$ cat config.mk
export PLATFORM = sky130hd
export DESIGN_NAME = dmac_apb_cfg_flat
export DESIGN_NICKNAME = d
export VERILOG_FILES = /design/src/rtl/dmac_apb_cfg_if.sv /design/src/rtl/dmac_apb_cfg.sv /design/src/flat_wrapper.sv
export SDC_FILE = /design/constraint.sdc
export NUM_CORES = 1
export LEC_CHECK = 0
export ABC_AREA = 0
export BUFFER_PORTS_ARGS = -buffer_cell sky130_fd_sc_hd__buf_2
export CORE_UTILIZATION = 45
export DETAILED_ROUTE_END_ITERATION = 10
export PLACE_DENSITY = 0.76
export SYNTH_ARGS = -nofsm -noshare
export SYNTH_HDL_FRONTEND = slang
export SYNTH_SLANG_ARGS = --single-unit
$ cat constraint.sdc
create_clock -name clk -period 3.6 [get_ports clk]
set_input_delay 1.08 -clock clk [delete_from_list [all_inputs] [get_ports clk]]
set_output_delay 1.08 -clock clk [all_outputs]
set_load 0.01 [all_outputs]
$ cat src/rtl/dmac_apb_cfg_if.sv
// APB3 bus bundle for the DMA configuration block; signal names follow the
// slave's view of the bus.
interface dmac_apb_cfg_if;
   logic        psel_i;
   logic        penable_i;
   logic [11:0] paddr_i;
   logic        pwrite_i;
   logic [31:0] pwdata_i;
   logic        pready_o;
   logic [31:0] prdata_o;
   logic        pslverr_o;

   modport slave (
      input  psel_i, penable_i, paddr_i, pwrite_i, pwdata_i,
      output pready_o, prdata_o, pslverr_o
   );

   modport master (
      output psel_i, penable_i, paddr_i, pwrite_i, pwdata_i,
      input  pready_o, prdata_o, pslverr_o
   );
endinterface

$ cat src/rtl/dmac_apb_cfg.sv
// APB3 register block in front of the DMA engine: address/length registers,
// start pulse generation, completion counting and a sticky maskable interrupt.
module dmac_apb_cfg #(
   parameter logic [31:0] VERSION = 32'h0001_2024
) (
   input  logic               clk,
   input  logic               rst,
   dmac_apb_cfg_if.slave      apb,
   output logic [31:0]        src_addr_o,
   output logic [31:0]        dst_addr_o,
   output logic [15:0]        byte_len_o,
   output logic               start_o,
   input  logic               done_i,
   output logic               irq_o
);

   // Word addresses (byte address >> 2)
   localparam logic [9:0] A_VERSION  = 10'h000;
   localparam logic [9:0] A_SRC      = 10'h040;
   localparam logic [9:0] A_DST      = 10'h041;
   localparam logic [9:0] A_LEN      = 10'h042;
   localparam logic [9:0] A_CMD      = 10'h043;
   localparam logic [9:0] A_STATUS   = 10'h044;
   localparam logic [9:0] A_IRQ_EN   = 10'h045;
   localparam logic [9:0] A_IRQ_CLR  = 10'h046;
   localparam logic [9:0] A_XFER_CNT = 10'h047;

   logic        irq_en;
   logic        irq_pend;
   logic        done_d;
   logic [31:0] xfer_cnt;

   logic [9:0]  waddr;
   logic        setup;
   logic        access;
   logic        mapped;
   logic        read_only;
   logic [31:0] rd_data;
   logic        err;
   logic        wr_ok;
   logic        rise;
   logic        irq_pend_nxt;
   logic        irq_en_nxt;

   assign waddr  = apb.paddr_i[11:2];
   assign setup  = apb.psel_i & ~apb.penable_i;
   assign access = apb.psel_i &  apb.penable_i;

   // NOTE: every always_comb output gets a default first so no path leaves it unassigned (no latch).
   always_comb begin
      rd_data   = '0;
      mapped    = 1'b1;
      read_only = 1'b0;
      case (waddr)
         A_VERSION:  begin rd_data = VERSION; read_only = 1'b1; end
         A_SRC:      rd_data = src_addr_o;
         A_DST:      rd_data = dst_addr_o;
         A_LEN:      rd_data = {16'h0, byte_len_o};
         A_CMD:      rd_data = '0;
         A_STATUS:   begin rd_data = {30'h0, irq_pend, done_i}; read_only = 1'b1; end
         A_IRQ_EN:   rd_data = {31'h0, irq_en};
         A_IRQ_CLR:  rd_data = '0;
         A_XFER_CNT: begin rd_data = xfer_cnt; read_only = 1'b1; end
         default:    mapped = 1'b0;
      endcase
   end

   // A start request while the engine is busy is rejected, not queued.
   assign err = ~mapped
              | (apb.pwrite_i & read_only)
              | (apb.pwrite_i & (waddr == A_CMD) & apb.pwdata_i[0] & ~done_i);

   assign apb.pslverr_o = access & err & ~rst;
   assign apb.pready_o  = 1'b1;
   assign wr_ok         = access & apb.pwrite_i & ~err;
   assign rise          = done_i & ~done_d;

   // Next-state values feed the registered irq_o so it tracks irq_pend/irq_en with no extra lag.
   always_comb begin
      irq_pend_nxt = irq_pend;
      irq_en_nxt   = irq_en;
      if (wr_ok && waddr == A_IRQ_EN)
         irq_en_nxt = apb.pwdata_i[0];
      if (rise)
         irq_pend_nxt = 1'b1;
      else if (wr_ok && waddr == A_IRQ_CLR && apb.pwdata_i[0])
         irq_pend_nxt = 1'b0;
   end

   // NOTE: sequential state uses non-blocking assignments so all registers update together at the edge.
   always_ff @(posedge clk) begin
      if (rst) begin
         src_addr_o   <= '0;
         dst_addr_o   <= '0;
         byte_len_o   <= '0;
         start_o      <= 1'b0;
         irq_en       <= 1'b0;
         irq_pend     <= 1'b0;
         irq_o        <= 1'b0;
         done_d       <= 1'b1;
         xfer_cnt     <= '0;
         apb.prdata_o <= '0;
      end else begin
         if (wr_ok && waddr == A_SRC) src_addr_o <= apb.pwdata_i;
         if (wr_ok && waddr == A_DST) dst_addr_o <= apb.pwdata_i;
         if (wr_ok && waddr == A_LEN) byte_len_o <= apb.pwdata_i[15:0];
         start_o      <= wr_ok & (waddr == A_CMD) & apb.pwdata_i[0];
         irq_en       <= irq_en_nxt;
         irq_pend     <= irq_pend_nxt;
         irq_o        <= irq_pend_nxt & irq_en_nxt;
         done_d       <= done_i;
         if (rise) xfer_cnt <= xfer_cnt + 32'd1;
         apb.prdata_o <= (setup && !apb.pwrite_i) ? rd_data : 32'h0;
      end
   end

endmodule

$ cat src/flat_wrapper.sv
// flat-port wrapper written by rule: the top's interface ports become plain ports
module dmac_apb_cfg_flat 
#(
   parameter logic [31:0] VERSION = 32'h0001_2024
)
  (clk, rst, src_addr_o, dst_addr_o, byte_len_o, start_o, done_i, irq_o, apb_psel_i, apb_penable_i, apb_paddr_i, apb_pwrite_i, apb_pwdata_i, apb_pready_o, apb_prdata_o, apb_pslverr_o);
  dmac_apb_cfg_if apb_i ();
  input  logic clk;
  input  logic rst;
  output logic [31:0] src_addr_o;
  output logic [31:0] dst_addr_o;
  output logic [15:0] byte_len_o;
  output logic start_o;
  input  logic done_i;
  output logic irq_o;
  input wire logic [$bits(apb_i.psel_i)-1:0] apb_psel_i;
  input wire logic [$bits(apb_i.penable_i)-1:0] apb_penable_i;
  input wire logic [$bits(apb_i.paddr_i)-1:0] apb_paddr_i;
  input wire logic [$bits(apb_i.pwrite_i)-1:0] apb_pwrite_i;
  input wire logic [$bits(apb_i.pwdata_i)-1:0] apb_pwdata_i;
  output wire logic [$bits(apb_i.pready_o)-1:0] apb_pready_o;
  output wire logic [$bits(apb_i.prdata_o)-1:0] apb_prdata_o;
  output wire logic [$bits(apb_i.pslverr_o)-1:0] apb_pslverr_o;
  assign apb_i.psel_i = apb_psel_i;
  assign apb_i.penable_i = apb_penable_i;
  assign apb_i.paddr_i = apb_paddr_i;
  assign apb_i.pwrite_i = apb_pwrite_i;
  assign apb_i.pwdata_i = apb_pwdata_i;
  assign apb_pready_o = apb_i.pready_o;
  assign apb_prdata_o = apb_i.prdata_o;
  assign apb_pslverr_o = apb_i.pslverr_o;
  dmac_apb_cfg #(.VERSION(VERSION)) u_core (.clk(clk), .rst(rst), .apb(apb_i), .src_addr_o(src_addr_o), .dst_addr_o(dst_addr_o), .byte_len_o(byte_len_o), .start_o(start_o), .done_i(done_i), .irq_o(irq_o));
endmodule
# Yosys cells after proc, flatten, opt, wreduce, memory -nomap -nowiden
# Index checks and enable logic that the tools add are counted.
# totals
word_cells,60
mem_count,0
latchBits,0
ram_bits,0
rom_bits,0
inputBits,50
out_inout_bits,116
reg_bits,149
# classes
n_mul,0
mux,6
n_eq_ne,8
n_reduce_logical,12
shift,0
n_div,0
n_bitwise,23
order_cmp,0
n_addsub,1
# op_table
op,count
case mux 32 bit (7 select lines),1
"equality test 10 x 7 -> 1 bit, second input constant",8
"adder 32 x 1 -> 32 bit, second input constant",1
AND 1 bit,14
zero test 10 bit,1
OR reduction 9 bit,1
logical AND 1 bit,7
inverter 1 bit,7
two-way mux 1 bit,5
OR reduction 3 bit,1
bitwise OR 1 bit,2
OR reduction 2 bit,1
zero test 1 bit,1

# Logic depth before layout (Yosys ltp)
# logic_depth
word_depth,13
depth_mapped,8

# Least setup slack after synthesis
# Ideal clock, no wire load.
# synth_timing
path_kind,input-to-output
from,input port apb_paddr_i[2]
to,output port apb_pslverr_o
arrival_ps,2355
setup_slack_ps,165
stages,6
n_path_buf,1
path_cell_list,clkbuf_1 > nor2_1 > nand2_1 > nand2_1 > a2111oi_0 > nor4bb_1
# synth_between
elab_chain_len,8
# synth_rtl
element,line_no,source
from (decl),flat_wrapper.sv:18,input wire logic [$bits(apb_i.paddr_i)-1:0] apb_paddr_i;
equality test 10 x 7 -> 1 bit (tied with other cells),dmac_apb_cfg.sv:54,case (waddr)
OR reduction 9 bit (no line) / OR reduction 3 bit (equally long branches),-,
two-way mux 1 bit,dmac_apb_cfg.sv:54,
inverter 1 bit / AND 1 bit (equally long branches),"dmac_apb_cfg.sv:69, dmac_apb_cfg.sv:70",
bitwise OR 1 bit,dmac_apb_cfg.sv:70,| (apb.pwrite_i & read_only)
bitwise OR 1 bit *,dmac_apb_cfg.sv:71,| (apb.pwrite_i & (waddr == A_CMD) & apb.pwdata_i[0] & ~done_i);
AND 1 bit * (2 in series),dmac_apb_cfg.sv:73,assign apb.pslverr_o = access & err & ~rst;
to (decl),flat_wrapper.sv:23,output wire logic [$bits(apb_i.pslverr_o)-1:0] apb_pslverr_o;
# Mark *: on every way between the ends. The rest lies on a longest branch, timed or not.

# Worst setup path in the final report
# layout_timing
from,input port apb_pwdata_i[0]
to,output port apb_pslverr_o
# layout_between
elab_chain_len,5
# layout_rtl
element,line_no,source
from (decl),flat_wrapper.sv:20,input wire logic [$bits(apb_i.pwdata_i)-1:0] apb_pwdata_i;
AND 1 bit (2 in series),dmac_apb_cfg.sv:71,
bitwise OR 1 bit,dmac_apb_cfg.sv:71,
AND 1 bit (2 in series),dmac_apb_cfg.sv:73,
# Every way passes these cells.

==> metrics.yaml <==
outcome:
  outcome: "finished clean"
timing:
  finalCritPeriodShare_pct: 94.5
  setup_slack_ns: 0.197
  clock-skew-final_ns: 0.00593
  finalCriticalPeriod_ns: 3.40
  rsz0062_at_grt: "false"
  finalHoldViolCount: 0
  tightest_slew_ns: 1.16
  timing.fmax_mhz: 294
  setup_viol: 0
  relSlewSlack_pct: 22.4
  fin_worst_hold_slack_ns: 0.468
  finalSetupTns_ns: 0
  slew_viol_final: 0
route:
  drtPass1Iterations: 8
  viasPerCell: 5.47
  postRouteAntennaNets: 0
  detail_route.wirelength_um: 17100
  wire_per_inst_um: 16.5
  drtIter0Drc: 586
  drc: 0
  vias: 5665
clocking:
  cts-root-buf: "clkbuf_16"
  clkTransAtPathRegs_ns: 0.06
  cts_tree: "built"
  cts_made_buffers: 17
  htree_levels: 4
  postCtsSetupBuffers: 0
  cts_buffer_depth: 2
  clock_sink_count: 149
  clock_latency_ns: 0.42
die:
  die_w_um: 118
  dieArea_um2: 14000
  die_h_um: 118
  core-area_um2: 13200
  pin_count: 166
  start_util_pct: 46.1
  num_rows: 42
yosys:
  synthDistinctLibCells: 52
  synth_top_cell_area_share_pct: 49.1
  yosysSeqAreaShare_pct: 49.1
  syn-num-nets: 748
  ys.warnings.count: 0
  synthFlopType: "dfxtp_1"
  syn_inst: 697
  synth_edf_count: 0
  yosys_register_bits: 149
  yosysTopAreaCell: "dfxtp_1"
  synth_area_leaders: "dfxtp_1 (49%), nand2_1 (8.9%), a21oi_1 (6.2%)"
  synthesis.area_um2: 6070
  avgSynthCellArea_um2: 8.72
  synthArstFlopShare_pct: 0
setup_path:
  reg2reg_from: "u_core.xfer_cnt[9]"
  endpoint_kind: "primary output"
  cp_max_fo: 8
  r2r-end: "u_core.xfer_cnt[31]"
  critPathLaunchType: "input port"
  path_class: "in2out"
  rrSetupSlack_ns: 1.39
  reg2regPathDepth: 5
  crit_arrival_ns: 2.32
  required_ns: 2.52
place:
  placed_cells: 1008
  gp_congestion: 0.867
  preCtsSetupSlack_ns: 0.0946
  dp_hpwl_um: 11400
  portBuffers: 162
layout:
  final_cells: 1036
  final_util_pct: 57.8
  synthToLayoutAreaGrowth_pct: 25.6
  n_fill_cell: 1216
  drive_gt1_share_pct: 27.4
  multi_input_area_um2: 2870
  regArea_um2: 2980
  nets: 902
  diodes: 0
hold_path:
  hold_start: "u_core.src_addr_o[11]"
  min_path_type: "reg2reg"
  holdPathStages: 2
  min_to: "u_core.src_addr_o[11]"
job:
  cap_violations: 0
global_routing:
  grt_usage_pct: 25.2
  antenna_found_initial: 0
  grt_max_degree: 111
  grt_pass1_vias: 5380
  grt_pass1_wl_um: 27500
  grt_overflow: 0
pwr:
  p_leak_nw: 3.22
  power_density_nw_per_um2: 455
  ir_drop_mv: 0.307
[layout make-up]
type / count / area share (%)
Sequential cell: 149 / 39.1
Clock inverter: 5 / 0.984
Clock buffer: 23 / 6.40
Inverter: 2 / 0.0984
Multi-Input combinational cell: 496 / 37.6
Tap cell: 176 / 2.89
Timing Repair Buffer: 185 / 12.9
[report_power, final]
part           total [mW]  internal, mW  switching [mW]
clock network        1.71          1.07           0.637
logic               0.108        0.0391          0.0688
registers            1.65          1.65         0.00202
[routing by layer]
layer | wire length [um] | vias to the layer above | global-route usage (%)
met5 | 0 | - | 0
met4 | 312 | 0 | 10.1
met3 | 1220 | 24 | 6.71
met2 | 8100 | 213 | 41.1
met1 | 7490 | 2686 | 31.5
li1 | - | 2742 | -
[how the worst max path moves through the flow]
stage,startpoint,endpoint,slack [ns],cells past startpoint
3_3_place_gp,apb_pwdata_i[0],apb_pslverr_o,0.17,7
6_report,apb_pwdata_i[0],apb_pslverr_o,0.20,7
5_1_grt,apb_pwdata_i[0],apb_pslverr_o,0.07,7
2_1_floorplan,apb_paddr_i[2],apb_pslverr_o,0.17,6
3_5_place_dp,apb_pwdata_i[0],apb_pslverr_o,0.09,7
4_1_cts,apb_pwdata_i[0],apb_pslverr_o,0.06,7
[critical path, stage by stage]
cell and delay [ns]:
buf_2 0.15, nor2b_1 0.14, o211ai_1 0.20, nand2_1 0.11
a2111oi_2 0.39, nor4bb_1 0.10, buf_2 0.15
[stage by stage]
stage                     power (mW)  area, um^2
after floorplan                 1.74        6070
after global placement          1.79        7060
after detailed placement        1.79        7060
after CTS                       3.49        7620
after global routing            3.57        7630
final                           3.47        7630
[synth_stat cells, types with 4 or more instances]
cell	count
nand2_1	144
xnor2_1	5
buf_2	5
a222oi_1	28
nand4_1	14
and3_1	8
nor3_1	5
nand3_1	17
a21oi_1	75
mux2_2	11
a22oi_1	4
buf_4	5
dfxtp_1	149
clkbuf_1	33
xor2_1	23
or3_1	5
o21ai_0	7
buf_6	4
mux2i_1	24
nor2_1	84
nor2b_1	4
and4_1	5
[registers in the layout (all words and copies together), names as in the netlist, 16 cells and up]
register,count
u_core.dst_addr_o,32
u_core.apb.prdata_o,32
u_core.xfer_cnt,32
u_core.src_addr_o,32
u_core.byte_len_o,16
[placed cells by master (no fill, tap or decap), types with 3 or more instances in the layout]
cell,count
mux2i_1,24
nand3b_1,3
o21ai_0,7
a21oi_1,75
a22oi_1,4
clkbuf_8,4
nor2_1,83
and4_1,5
xor2_1,23
nor2b_1,3
and3_1,8
or3_1,5
and2_1,3
clkbuf_16,17
mux2_2,11
xnor2_1,5
a222oi_1,28
nand4_1,14
nor3_1,5
buf_4,24
nand3_1,17
nand2_1,144
dfxtp_1,149
buf_2,161
clkinv_2,3
[kinds of logic after synthesis]
kind of cell / synth area share [%]
adders and majority gates: 0.206
buffers and inverters: 4.12
and+or+nand+nor: 23.6
xor gates and xnor gates: 4.04
DFF: 49.1
muxes: 5.99
other: 0.0617
AOI/OAI and AO/OA: 12.8
[repair_timing]
action	CTS	global route
hold buffers	0	0
setup endpoints to repair	0	1
gates resized for setup	0	2
No activity file was read; power rests on OpenSTA's default activity.
